--- src/rtl/rvfi_mon_pkg.sv ---
// Shared types for the RVFI commit monitor, plus minimal riscv/rvfi packages.
// riscv/rvfi_pkg mirror the core's own packages: XLEN, VLEN and the commit record.

package riscv;
    localparam int unsigned XLEN = 64;
    localparam int unsigned VLEN = 39;
endpackage

package rvfi_pkg;
    typedef struct packed {
        logic                     valid;
        logic                     trap;
        logic [4:0]               rd_addr;
        logic [riscv::VLEN-1:0]   pc_rdata;
        logic [riscv::XLEN-1:0]   mem_addr;
        logic [riscv::XLEN/8-1:0] mem_wmask;
        logic [riscv::XLEN-1:0]   mem_wdata;
    } rvfi_instr_t;
endpackage

package rvfi_mon_pkg;
    typedef enum logic [1:0] {
        NONE    = 2'd0,
        TOHOST  = 2'd1,
        TIMEOUT = 2'd2,
        HANG    = 2'd3
    } exit_reason_e;

    typedef enum logic [1:0] {
        RUN   = 2'd0,
        DRAIN = 2'd1,
        DONE  = 2'd2
    } state_e;

    localparam int unsigned EXIT_CODE_TIMEOUT = 1;
    localparam int unsigned EXIT_CODE_HANG    = 3;

    function automatic logic [63:0] sext_pc(
        input logic [riscv::VLEN-1:0] pc
    );
        return 64'($signed(pc));
    endfunction

    // A store of a non-zero value to the (enabled) tohost address that
    // writes no register.
    function automatic logic is_tohost(
        input rvfi_pkg::rvfi_instr_t  r,
        input logic [riscv::XLEN-1:0] addr
    );
        return r.valid && (r.rd_addr == 5'd0) && (|r.mem_wmask)
            && (r.mem_addr == addr) && (|r.mem_wdata) && (|addr);
    endfunction
endpackage

--- src/rtl/rvfi_pc_history.sv ---
// Multi-write ring buffer of 64-bit PCs; up to NR_WR writes per cycle in port order.
// Ports: en_i gates all writes, we_i/wdata_i per port, idx_i 0 = newest, rdata_o.

module rvfi_pc_history #(
    parameter int unsigned DEPTH = 8,
    parameter int unsigned NR_WR = 2
) (
    input  logic                           clk_i,
    input  logic                           rst_ni,
    input  logic                           en_i,
    input  logic [NR_WR-1:0]               we_i,
    input  logic [NR_WR-1:0][63:0]         wdata_i,
    input  logic [$clog2(DEPTH)-1:0]       idx_i,
    output logic [63:0]                    rdata_o
);
    localparam int unsigned PTR_W = $clog2(DEPTH);

    logic [DEPTH-1:0][63:0] mem_q, mem_d;
    logic [PTR_W-1:0]       wptr_q, wptr_d;

    // Walking the pointer per written port keeps port 0 older than port 1.
    always_comb begin
        mem_d  = mem_q;
        wptr_d = wptr_q;
        if (en_i) begin
            for (int k = 0; k < int'(NR_WR); k++) begin
                if (we_i[k]) begin
                    mem_d[wptr_d] = wdata_i[k];
                    wptr_d        = wptr_d + PTR_W'(1);
                end
            end
        end
    end

    always_ff @(posedge clk_i or negedge rst_ni) begin
        if (!rst_ni) begin
            mem_q  <= '0;
            wptr_q <= '0;
        end else begin
            mem_q  <= mem_d;
            wptr_q <= wptr_d;
        end
    end

    // DEPTH is a power of two, so pointer arithmetic wraps by itself.
    assign rdata_o = mem_q[wptr_q - PTR_W'(1) - idx_i];
endmodule

--- src/rtl/rvfi_commit_monitor.sv ---
// RVFI commit monitor: counts cycles/instret/traps, detects tohost/timeout/hang
// exit, drains, then holds a sticky exit code. Ports: rvfi_i commit ports,
// tohost_addr_i/timeout_i (0 disables), exit_*_o result, *_cnt_o counters,
// hist_idx_i/hist_pc_o PC history read (only with RVFI_MON_HISTORY_EN defined).

module rvfi_commit_monitor
    import rvfi_mon_pkg::*;
#(
    parameter int unsigned NR_COMMIT_PORTS = 2,
    parameter int unsigned CNT_W           = 64,
    parameter int unsigned HANG_CYCLES     = 10000,
    parameter int unsigned DRAIN_CYCLES    = 16,
    parameter int unsigned HIST_DEPTH      = 8
) (
    input  logic                                        clk_i,
    input  logic                                        rst_ni,
    input  rvfi_pkg::rvfi_instr_t [NR_COMMIT_PORTS-1:0] rvfi_i,
    input  logic [riscv::XLEN-1:0]                      tohost_addr_i,
    input  logic [CNT_W-1:0]                            timeout_i,
    output logic                                        exit_valid_o,
    output logic [riscv::XLEN-1:0]                      exit_code_o,
    output exit_reason_e                                exit_reason_o,
    output logic [63:0]                                 exit_pc_o,
    output logic [CNT_W-1:0]                            cycle_cnt_o,
    output logic [CNT_W-1:0]                            instret_o,
    output logic [CNT_W-1:0]                            trap_cnt_o,
    input  logic [$clog2(HIST_DEPTH)-1:0]               hist_idx_i,
    output logic [63:0]                                 hist_pc_o
);
    localparam int unsigned INC_W   = $clog2(NR_COMMIT_PORTS + 1);
    localparam int unsigned IDLE_W  =
        (HANG_CYCLES > 0) ? $clog2(HANG_CYCLES + 1) : 1;
    localparam int unsigned DRAIN_W =
        (DRAIN_CYCLES > 1) ? $clog2(DRAIN_CYCLES) : 1;
    localparam int unsigned DRAIN_LAST =
        (DRAIN_CYCLES > 0) ? DRAIN_CYCLES - 1 : 0;

    function automatic logic [CNT_W-1:0] sat_add(
        input logic [CNT_W-1:0] a,
        input logic [INC_W-1:0] b
    );
        logic [CNT_W:0] s;
        s = {1'b0, a} + (CNT_W+1)'(b);
        return s[CNT_W] ? '1 : s[CNT_W-1:0];
    endfunction

    state_e                 state_q, state_d;
    logic [DRAIN_W-1:0]     drain_q, drain_d;
    logic [CNT_W-1:0]       cycle_q, cycle_d;
    logic [CNT_W-1:0]       instret_q, instret_d;
    logic [CNT_W-1:0]       trap_q, trap_d;
    logic [IDLE_W-1:0]      idle_q, idle_d;
    logic [riscv::XLEN-1:0] code_q, code_d;
    exit_reason_e           reason_q, reason_d;
    logic [63:0]            pc_q, pc_d;

    logic [INC_W-1:0]       n_valid, n_trap;
    logic                   any_valid;
    logic                   th_hit, to_hit, hang_hit;
    logic [riscv::XLEN-1:0] th_code;
    logic [63:0]            th_pc;

    always_comb begin
        n_valid   = '0;
        n_trap    = '0;
        any_valid = 1'b0;
        for (int k = 0; k < int'(NR_COMMIT_PORTS); k++) begin
            if (rvfi_i[k].valid) begin
                n_valid   = n_valid + INC_W'(1);
                any_valid = 1'b1;
            end
            if (!rvfi_i[k].valid && rvfi_i[k].trap) begin
                n_trap = n_trap + INC_W'(1);
            end
        end
    end

    // Scan from the highest port down so the lowest matching port wins.
    always_comb begin
        th_hit  = 1'b0;
        th_code = '0;
        th_pc   = '0;
        for (int k = int'(NR_COMMIT_PORTS) - 1; k >= 0; k--) begin
            if (is_tohost(rvfi_i[k], tohost_addr_i)) begin
                th_hit  = 1'b1;
                th_code = rvfi_i[k].mem_wdata;
                th_pc   = sext_pc(rvfi_i[k].pc_rdata);
            end
        end
    end

    assign to_hit   = (timeout_i != '0) && (cycle_q >= timeout_i);
    assign hang_hit = (HANG_CYCLES != 0)
                   && (idle_q == IDLE_W'(HANG_CYCLES));

    always_comb begin
        state_d   = state_q;
        drain_d   = drain_q;
        cycle_d   = cycle_q;
        instret_d = instret_q;
        trap_d    = trap_q;
        idle_d    = idle_q;
        code_d    = code_q;
        reason_d  = reason_q;
        pc_d      = pc_q;

        if (state_q != DONE) begin
            cycle_d   = sat_add(cycle_q, INC_W'(1));
            instret_d = sat_add(instret_q, n_valid);
            trap_d    = sat_add(trap_q, n_trap);
            if (any_valid) begin
                idle_d = '0;
            end else if (idle_q != '1) begin
                idle_d = idle_q + IDLE_W'(1);
            end
        end

        unique case (state_q)
            RUN: begin
                if (th_hit || to_hit || hang_hit) begin
                    if (th_hit) begin
                        reason_d = TOHOST;
                        code_d   = th_code;
                        pc_d     = th_pc;
                    end else if (to_hit) begin
                        reason_d = TIMEOUT;
                        code_d   = riscv::XLEN'(EXIT_CODE_TIMEOUT);
                        pc_d     = '0;
                    end else begin
                        reason_d = HANG;
                        code_d   = riscv::XLEN'(EXIT_CODE_HANG);
                        pc_d     = '0;
                    end
                    drain_d = '0;
                    state_d = (DRAIN_CYCLES == 0) ? DONE : DRAIN;
                end
            end
            DRAIN: begin
                if (drain_q == DRAIN_W'(DRAIN_LAST)) begin
                    state_d = DONE;
                end else begin
                    drain_d = drain_q + DRAIN_W'(1);
                end
            end
            DONE: begin
            end
            default: state_d = RUN;
        endcase
    end

    always_ff @(posedge clk_i or negedge rst_ni) begin
        if (!rst_ni) begin
            state_q   <= RUN;
            drain_q   <= '0;
            cycle_q   <= '0;
            instret_q <= '0;
            trap_q    <= '0;
            idle_q    <= '0;
            code_q    <= '0;
            reason_q  <= NONE;
            pc_q      <= '0;
        end else begin
            state_q   <= state_d;
            drain_q   <= drain_d;
            cycle_q   <= cycle_d;
            instret_q <= instret_d;
            trap_q    <= trap_d;
            idle_q    <= idle_d;
            code_q    <= code_d;
            reason_q  <= reason_d;
            pc_q      <= pc_d;
        end
    end

    assign exit_valid_o  = (state_q == DONE);
    assign exit_code_o   = code_q;
    assign exit_reason_o = reason_q;
    assign exit_pc_o     = pc_q;
    assign cycle_cnt_o   = cycle_q;
    assign instret_o     = instret_q;
    assign trap_cnt_o    = trap_q;

`ifdef RVFI_MON_HISTORY_EN
    logic [NR_COMMIT_PORTS-1:0]       hist_we;
    logic [NR_COMMIT_PORTS-1:0][63:0] hist_wd;

    always_comb begin
        hist_we = '0;
        hist_wd = '0;
        for (int k = 0; k < int'(NR_COMMIT_PORTS); k++) begin
            hist_we[k] = rvfi_i[k].valid;
            hist_wd[k] = sext_pc(rvfi_i[k].pc_rdata);
        end
    end

    rvfi_pc_history #(
        .DEPTH (HIST_DEPTH),
        .NR_WR (NR_COMMIT_PORTS)
    ) i_hist (
        .clk_i   (clk_i),
        .rst_ni  (rst_ni),
        .en_i    (state_q != DONE),
        .we_i    (hist_we),
        .wdata_i (hist_wd),
        .idx_i   (hist_idx_i),
        .rdata_o (hist_pc_o)
    );
`else
    logic unused_hist_idx;
    assign unused_hist_idx = ^hist_idx_i;
    assign hist_pc_o       = '0;
`endif
endmodule

--- config.mk ---
export PLATFORM = sky130hd
export DESIGN_NAME = rvfi_commit_monitor
export DESIGN_NICKNAME = d
export VERILOG_FILES = /design/src/rtl/rvfi_mon_pkg.sv /design/src/rtl/rvfi_pc_history.sv /design/src/rtl/rvfi_commit_monitor.sv
export SDC_FILE = /design/constraint.sdc
export NUM_CORES = 1
export LEC_CHECK = 0
export CAP_MARGIN = 20
export CORE_AREA = 2 2 345 347
export CTS_CLUSTER_DIAMETER = 50
export DETAILED_ROUTE_END_ITERATION = 12
export DIE_AREA = 0 0 347 349
export GPL_ROUTABILITY_DRIVEN = 1
export SYNTH_ARGS = -nofsm -noshare
export SYNTH_HDL_FRONTEND = slang
export SYNTH_SLANG_ARGS = --single-unit
--- constraint.sdc ---
create_clock -name clk_i -period 5.57 [get_ports clk_i]
set_input_delay 1.3925 -clock clk_i [delete_from_list [all_inputs] [get_ports clk_i]]
set_output_delay 1.3925 -clock clk_i [all_outputs]
set_load 0.01 [all_outputs]
---- After elaboration in Yosys (flattened, before gate mapping) ----
Cells that the tools add are included.
cells by class
  equal/unequal tests ..................... 11
  reduce and logical (&&, ||, !) cells .... 32
  bitwise operators ....................... 1
  $lt $le $gt $ge ......................... 1
  multipliers ............................. 0
  mux-type cells .......................... 28
  divide/modulo/power cells ............... 0
  shifts and indexed selects .............. 0
  add/sub/neg operators ................... 7
operators with widths
  kind                                                              count
  64-bit two-way mux                                                9
  64-bit OR reduction                                               3
  64-bit by 2-bit adder with 65-bit output                          2
  64-bit equality test                                              2
  64-bit by 1-bit adder with 65-bit output (second input constant)  1
  64-bit >= comparator                                              1
  64-bit nonzero test                                               1
  14-bit two-way mux                                                2
  8-bit OR reduction                                                2
  14-bit by 1-bit adder with 14-bit output (second input constant)  1
  14-bit equality test (second input constant)                      1
  14-bit inequality test (second input constant)                    1
  1-bit logical AND                                                 13
  2-bit two-way mux                                                 6
  5-bit logical NOT                                                 2
  4-bit two-way mux                                                 2
  2-bit inequality test (second input constant)                     4
  4-bit case mux with 2 select lines                                1
  1-bit two-way mux                                                 7
  2-bit case mux with 3 select lines                                1
  3-bit AND reduction                                               2
  2-bit by 1-bit adder with 2-bit output (second input constant)    2
  4-bit by 1-bit adder with 4-bit output (second input constant)    1
  4-bit equality test (second input constant)                       1
  8 further kinds                                                   12
word-level totals
  output and inout bits ................... 387
  memories kept ........................... 0
  memory bits (writable) .................. 0
  input port bits ......................... 497
  logic and storage cells ................. 89
  bits in latches ......................... 0
  register bits after elaboration ......... 342
  bits in read-only memories .............. 0

---- Longest topological paths before layout ----
Gate-level depths: netlist of the first run.
  depth in word-level cells ............... 12
  mapped depth ............................ 16
  gate-level depth less buffers ........... 13

---- Least setup slack after synthesis of the first run ----
OpenSTA, ideal clock, no wires.
  path type ............................... input-to-reg
  start point ............................. input rvfi_i[363] in the netlist's numbering
  end point ............................... register instret_q[60], in the netlist instret_o[60]
  stages on the path ...................... 14
  buffers on the path ..................... 2
  slack ................................... 1.421 ns
  library setup time ...................... 0.128 ns
  data arrival time ....................... 4.021 ns
  required time ........................... 5.442 ns
  cells stage by stage .................... inv_1 > ha_1 > ha_1 > inv_1 > fa_1 > and3b_1 > and2_1 > clkbuf_1 > and3_1 > clkbuf_1 > nand2b_1 > nor3_1 > nand3_1 > mux2_1
on the way
  word-level cells in the longest chain between the ends .. 3
RTL lines
  element                                   line                        text
  from (decl)                               rvfi_commit_monitor.sv:17   input rvfi_pkg::rvfi_instr_t [NR_COMMIT_PORTS-1:0] rvfi_i,
  2-bit two-way mux                         rvfi_commit_monitor.sv:68   if (rvfi_i[k].valid) begin
  64-bit by 2-bit adder with 65-bit output  rvfi_commit_monitor.sv:43   s = {1'b0, a} + (CNT_W+1)'(b);
  64-bit two-way mux                        rvfi_commit_monitor.sv:44   return s[CNT_W] ? '1 : s[CNT_W-1:0];
  to (signal assigned)                      rvfi_commit_monitor.sv:166  instret_q <= instret_d;
  to (decl)                                 rvfi_commit_monitor.sv:50   logic [CNT_W-1:0] instret_q, instret_d;
No other way between the ends.
A chain may end at the register's enable or synchronous reset.

---- Final worst setup path of the first run ----
  start point ............................. input timeout_i[30]
  end point ............................... register code_q (netlist bit exit_code_o[12])
on the way
  word-level cells in the longest chain between the ends .. 5
  elaborated cells between the ends (all ways) .. 6
  those cells by class .................... order compare: 1; reduce/logical: 5
RTL lines
  element                                                      line                        text
  from (decl)                                                  rvfi_commit_monitor.sv:19   input logic [CNT_W-1:0] timeout_i,
  64-bit >= comparator or 64-bit nonzero test (tied branches)  rvfi_commit_monitor.sv:92   assign to_hit = (timeout_i != '0) && (cycle_q >= timeout_i);
  1-bit logical AND (*)                                        rvfi_commit_monitor.sv:92
  1-bit logical OR (*) (2 in series)                           rvfi_commit_monitor.sv:120  if (th_hit || to_hit || hang_hit) begin
  2-bit AND reduction (no line) (*)                            n/a
  to (signal assigned)                                         rvfi_commit_monitor.sv:169  code_q <= code_d;
  to (decl)                                                    rvfi_commit_monitor.sv:53   logic [riscv::XLEN-1:0] code_q, code_d;
Mark *: on every way between the ends. The rest lies on a longest branch, timed or not.

==> flow_summary.yaml, run 1 <==
outcome:
  run_status: "finished clean"
clock_tree:
  postCtsResizedCells: 0
  cts_root_buffer: "clkbuf_16"
  h-tree-depth: 2
  cts.sinks: 317
  clk_latency_ns: 0.64
  numCtsBuffers: 52
  post_cts_buffers: 0
  ctsLongestPathBuffers: 3
  hold_buffers: 0
  clk_pin_slew_ns: 0.06
  cts_tree: "yes"
routing:
  routedWlPerCell_um: 24.3
  drc: 0
  wirelength_um: 112000
  drt_iter0_drc: 1459
  antenna_left: 0
  detail_route.first_pass.iterations: 5
  vias: 20800
  vias_per_cell: 4.50
sta:
  finalSetupViolations: 0
  setup_tns_ns: 0
  skew_ns: 0.0623
  post-route-period-util_pct: 84.7
  drv_slew: 0
  hold_viol: 0
  fmaxAchievable_mhz: 212
  period_minus_slack_ns: 4.72
  tightest_slew_ns: 0.966
  max_slew_margin_pct: 35.5
  setup_ws_ns: 0.851
  grt_setup_unrepaired: "no"
yosys:
  synth.cell_area_sq_mm: 0.0204
  yosysSeqAreaShare_pct: 38.9
  synth_top_area_share_pct: 38.9
  synthArstFlopShare_pct: 100
  synth.distinct_cells: 62
  ys_warn_count: 0
  synth_flop_cell: "dfrtp_1"
  yosysTopAreaCell: "dfrtp_1"
  netlist_top_cells_area: "dfrtp_1 39%, xor2_1 5.7%, mux2_1 5.1%"
  ys_ff_latch: 317
  synth-edff-count: 0
  synth.avg_cell_area_sq_um: 9.34
  synthCells: 2182
worst_setup_path:
  critPathKind: "in -> reg"
  cp_data_required_time_ns: 6.06
  cp_max_fo: 51
  end_kind: "flip-flop"
  critical_path.startpoint_type: "input pin"
  worstPathArrival_ns: 5.21
floorplanning:
  die_y_um: 349
  start_util_pct: 17.3
  io_pins: 884
  num_rows: 126
  dieArea_sq_mm: 0.121
  die_w_um: 347
  core-area_sq_mm: 0.117
global_routing:
  antenna_found_initial: 31
  grt_pass1_wl_um: 154000
  grt_max_degree: 126
  first_global_vias: 20600
  track_usage_pct: 17.7
  grt.overflow.total: 0
run:
  drv_cap: 0
placed_design:
  dp_hpwl_um: 94600
  dp_slack_ns: 0.229
  port_buffers: 816
  place_congestion: 0.964
power:
  power.leakage_uw: 0.0143
  irDropWorstVdd_uv: 202
  p_per_area_mw_per_mm2: 203
min_path:
  hold_path.class: "reg -> reg"
cells_and_area:
  layout-drive-gt1-share_pct: 6.72
  final_cell_mix: "815 x clkdlybuf4s50_1, 317 x dfrtp_1, 266 x nand2_1"
  nFillCells: 12400
  syn_to_final_growth_pct: 58.8
  num-nets-final: 3612
  final_common_cell: "clkdlybuf4s50_1"
-- cells in the mapped netlist, types with 8 or more instances --
library cell	n
nor2_1	61
nand2b_1	59
nor3_1	40
nor2b_1	49
a22o_1	101
mux2_2	17
nand4_1	107
o21ai_0	38
buf_2	22
dfrtp_1	317
mux2_1	92
ha_1	75
and4_1	27
and2_1	8
nor4_1	121
inv_1	102
nand2_1	267
xnor2_1	105
a21oi_1	49
and3_1	57
xor2_1	132
buf_4	89
or3_1	17
nand3_1	104
clkbuf_1	32
-- layer usage --
metal	global-route usage, %	wire length (um)
met1	20.8	44300
met2	29.9	53400
met3	5.52	9390
met4	7.11	4890
met5	0	169
-- logic make-up (layout without fill, tap and decap cells) --
kind of cell	count (synthesis)	in the layout	synth area share (%)
muxes	110	110	6.07
DFF	317	317	38.9
other	1	68	0.0184
AOI/OAI and AO/OA	243	243	8.61
xor gates and xnor gates	237	237	10.2
buffers and inverters	253	1089	6.47
and+or+nand+nor	944	944	24.9
adders and majority gates	77	77	4.80
-- sequential cells by signal, summed over array words and instances, names as in the netlist --
| register | flops |
|---|---|
| cycle_cnt_o | 64 |
| drain_q | 4 |
| exit_code_o | 64 |
| exit_pc_o | 39 |
| exit_reason_o | 2 |
| idle_q | 14 |
| instret_o | 64 |
| state_q | 2 |
| trap_cnt_o | 64 |
-- worst max-delay path, stage by stage --
cell and delay [ns]:
clkdlybuf4s50_1 0.60, inv_1 0.09, ha_1 0.32, nand4_1 0.15
nor4_1 0.45, nand2_1 0.23, a31oi_1 0.22, o2111ai_1 0.14
a21oi_1 0.29, buf_4 0.26, o31a_2 0.31, buf_12 0.29
mux2_1 0.36
-- through the flow --
| step | total power, uW | hold WS [ns] | util (%) | area (sq um) | instances |
|---|---|---|---|---|---|
| floorplan | 2590 | 0.478 | - | 20600 | 2245 |
| global placement | 3200 | 0.467 | 26.0 | 30500 | 4520 |
| detailed placement | 3200 | 0.474 | 26.0 | 30500 | 4520 |
| CTS | 6650 | 0.486 | 27.5 | 32300 | 4617 |
| global route | 6790 | 0.500 | 27.5 | 32300 | 4618 |
| finish | 6560 | 0.484 | 27.5 | 32400 | 4621 |
-- cell type report --
cell class / count / area (sq um) / area share, %
clock inverters: 32 / 387 / 1.20
well taps: 1536 / 1920 / 5.94
diodes: 4 / 10.0 / 0.0309
inverters: 102 / 383 / 1.18
flip-flops and latches: 317 / 7930 / 24.5
clock buffers: 65 / 1440 / 4.45
multi-input cells: 1675 / 11400 / 35.3
repair buffers: 890 / 8870 / 27.4
-- final timing paths --
path | slack [ns] | end | start | cells after the start
min in group asynchronous | 0.72 | exit_pc_o[5] | rst_ni | 1
min | 0.48 | exit_pc_o[7] | exit_pc_o[7] | 1
max | 0.85 | exit_code_o[12] | timeout_i[30] | 13
max in group asynchronous | 3.56 | exit_code_o[57] | rst_ni | 2
max reg2reg | 1.80 | exit_code_o[12] | cycle_cnt_o[29] | 11
min reg2reg | 0.48 | exit_pc_o[7] | exit_pc_o[7] | 1
-- where the power goes --
group	total (uW)	internal, uW	switching (uW)
sequential	2320	2310	6.90
combinational	843	428	415
clock	3400	2060	1340
No activity file was read; power rests on OpenSTA's default activity.
==> run 2: changes to the inputs <==
CORE_AREA = 2 2 343 345   (was 2 2 345 347)
DIE_AREA = 0 0 345 347   (was 0 0 347 349)
clock period = 4.6 ns   (was 5.57 ns; I/O delays follow)
==> flow_summary.yaml, run 2 (synthesis results as in run 1) <==
outcome:
  run_status: "finished clean"
floorplanning:
  core-area_sq_mm: 0.116
  die_y_um: 347
  start_util_pct: 17.6
  dieArea_sq_mm: 0.120
  die_w_um: 345
  num_rows: 125
  io_pins: 884
clock_tree:
  cts.sinks: 317
  numCtsBuffers: 56
  clk_pin_slew_ns: 0.06
  h-tree-depth: 2
  cts_root_buffer: "clkbuf_16"
  ctsLongestPathBuffers: 3
  clk_latency_ns: 0.64
  cts_tree: "yes"
routing:
  routedWlPerCell_um: 23.7
  vias: 21200
  drt_iter0_drc: 1558
  drc: 0
  vias_per_cell: 4.48
  wl_met2_um: 53800
  routedLengthMet1_um: 45400
  top_layer: "met5"
  antenna_left: 0
  detail_route.first_pass.iterations: 5
  wirelength_um: 112000
  met3_length_um: 9090
placed_design:
  place_congestion: 0.993
  port_buffers: 816
  place_area_sq_mm: 0.0315
  dp_hpwl_um: 94900
  dp_slack_ns: -0.722
cells_and_area:
  final_cell_mix: "815 x clkdlybuf4s50_1, 317 x dfrtp_1, 266 x nand2_1"
  num-nets-final: 3735
  nFillCells: 12200
  layout-drive-gt1-share_pct: 10.3
  syn_to_final_growth_pct: 63.8
  regArea_sq_mm: 0.00793
  final_common_cell: "clkdlybuf4s50_1"
  final_area_sq_mm: 0.0334
  multi_input_area_sq_mm: 0.0114
worst_setup_path:
  cp_data_required_time_ns: 5.10
  critPathKind: "in -> reg"
  worstPathArrival_ns: 4.83
  end_kind: "flip-flop"
  critical_path.startpoint_type: "input pin"
  cp_max_fo: 20
global_routing:
  track_usage_pct: 18.0
  first_global_vias: 20900
  grt_max_degree: 90
  grt_pass1_wl_um: 156000
  grt.overflow.total: 0
  antenna_found_initial: 30
sta:
  fmaxAchievable_mhz: 231
  grt_setup_unrepaired: "no"
  setup_ws_ns: 0.272
  tightest_slew_ns: 0.959
  finalSetupViolations: 0
  max_slew_margin_pct: 35.5
  drv_slew: 0
  holdWs_ns: 0.480
  skew_ns: 0.0529
  hold_viol: 0
  period_minus_slack_ns: 4.33
  post-route-period-util_pct: 94.1
power:
  power.leakage_uw: 0.0149
  finalPower_uw: 8140
  irDropWorstVdd_uv: 260
  p_per_area_mw_per_mm2: 244
min_path:
  hold_path.class: "reg -> reg"
run:
  drv_cap: 0
## run 2: metal layers
metal,up-vias,global-route usage [%]
met5,-,0
met1,10400,21.6
met4,30,6.32
met2,911,30.5
li1,9716,-
met3,191,5.48
## run 2: report_power, final
group          switching (uW)  internal [uW]  leakage, uW
Combinational             514            577      0.00967
Clock                    1620           2620     0.000918
Sequential               9.77           2800      0.00435
Total                    2140           6000       0.0149
## run 2: per-stage QoR
step / setup TNS [ns] / std cells / utilization (%)
floorplan: 0 / 2245 / -
global placement: -66.97 / 4627 / 27.2
detailed placement: -72.24 / 4627 / 27.2
CTS: 0 / 4731 / 28.8
global route: 0 / 4734 / 28.8
finish: 0 / 4736 / 28.8
## run 2: final cells by class
class,instances,share of cell area [%]
Multi-Input combinational cell,1675,34.1
Clock inverter,36,1.10
Tap cell,1524,5.71
Inverter,102,1.15
Clock buffer,68,4.61
Timing Repair Buffer,1009,29.5
Antenna cell,5,0.0375
Sequential cell,317,23.8
## run 2: final timing paths
check | start | endpoint | slack [ns] | cells past startpoint
worst max-delay path | timeout_i[13] | exit_pc_o[3] | 0.27 | 13
worst min-delay path | exit_code_o[39] | exit_code_o[39] | 0.48 | 1
worst max register to register | cycle_cnt_o[1] | cycle_cnt_o[8] | 0.71 | 10
worst min register to register | exit_code_o[39] | exit_code_o[39] | 0.48 | 1
max in group asynchronous | rst_ni | trap_cnt_o[1] | 3.03 | 2
min in group asynchronous | rst_ni | exit_code_o[20] | 0.53 | 1
## run 2: timing repair
| item | in CTS | in global routing |
|---|---|---|
| gates resized for setup | 1 | 0 |
| hold buffers | 0 | 0 |
| buffers inserted | 0 | 0 |
| setup endpoints to repair | 55 | 0 |
## run 2: worst max-delay path, cell delays in order
cell and delay (ns):
clkdlybuf4s50_1 0.48, inv_1 0.05, ha_1 0.28, and4_1 0.37, o211ai_1 0.12, or4_1 0.43, a31oi_1 0.18, o2111ai_1 0.16
a21oi_1 0.22, buf_4 0.20, o31a_2 0.41, buf_4 0.37, mux2_2 0.37
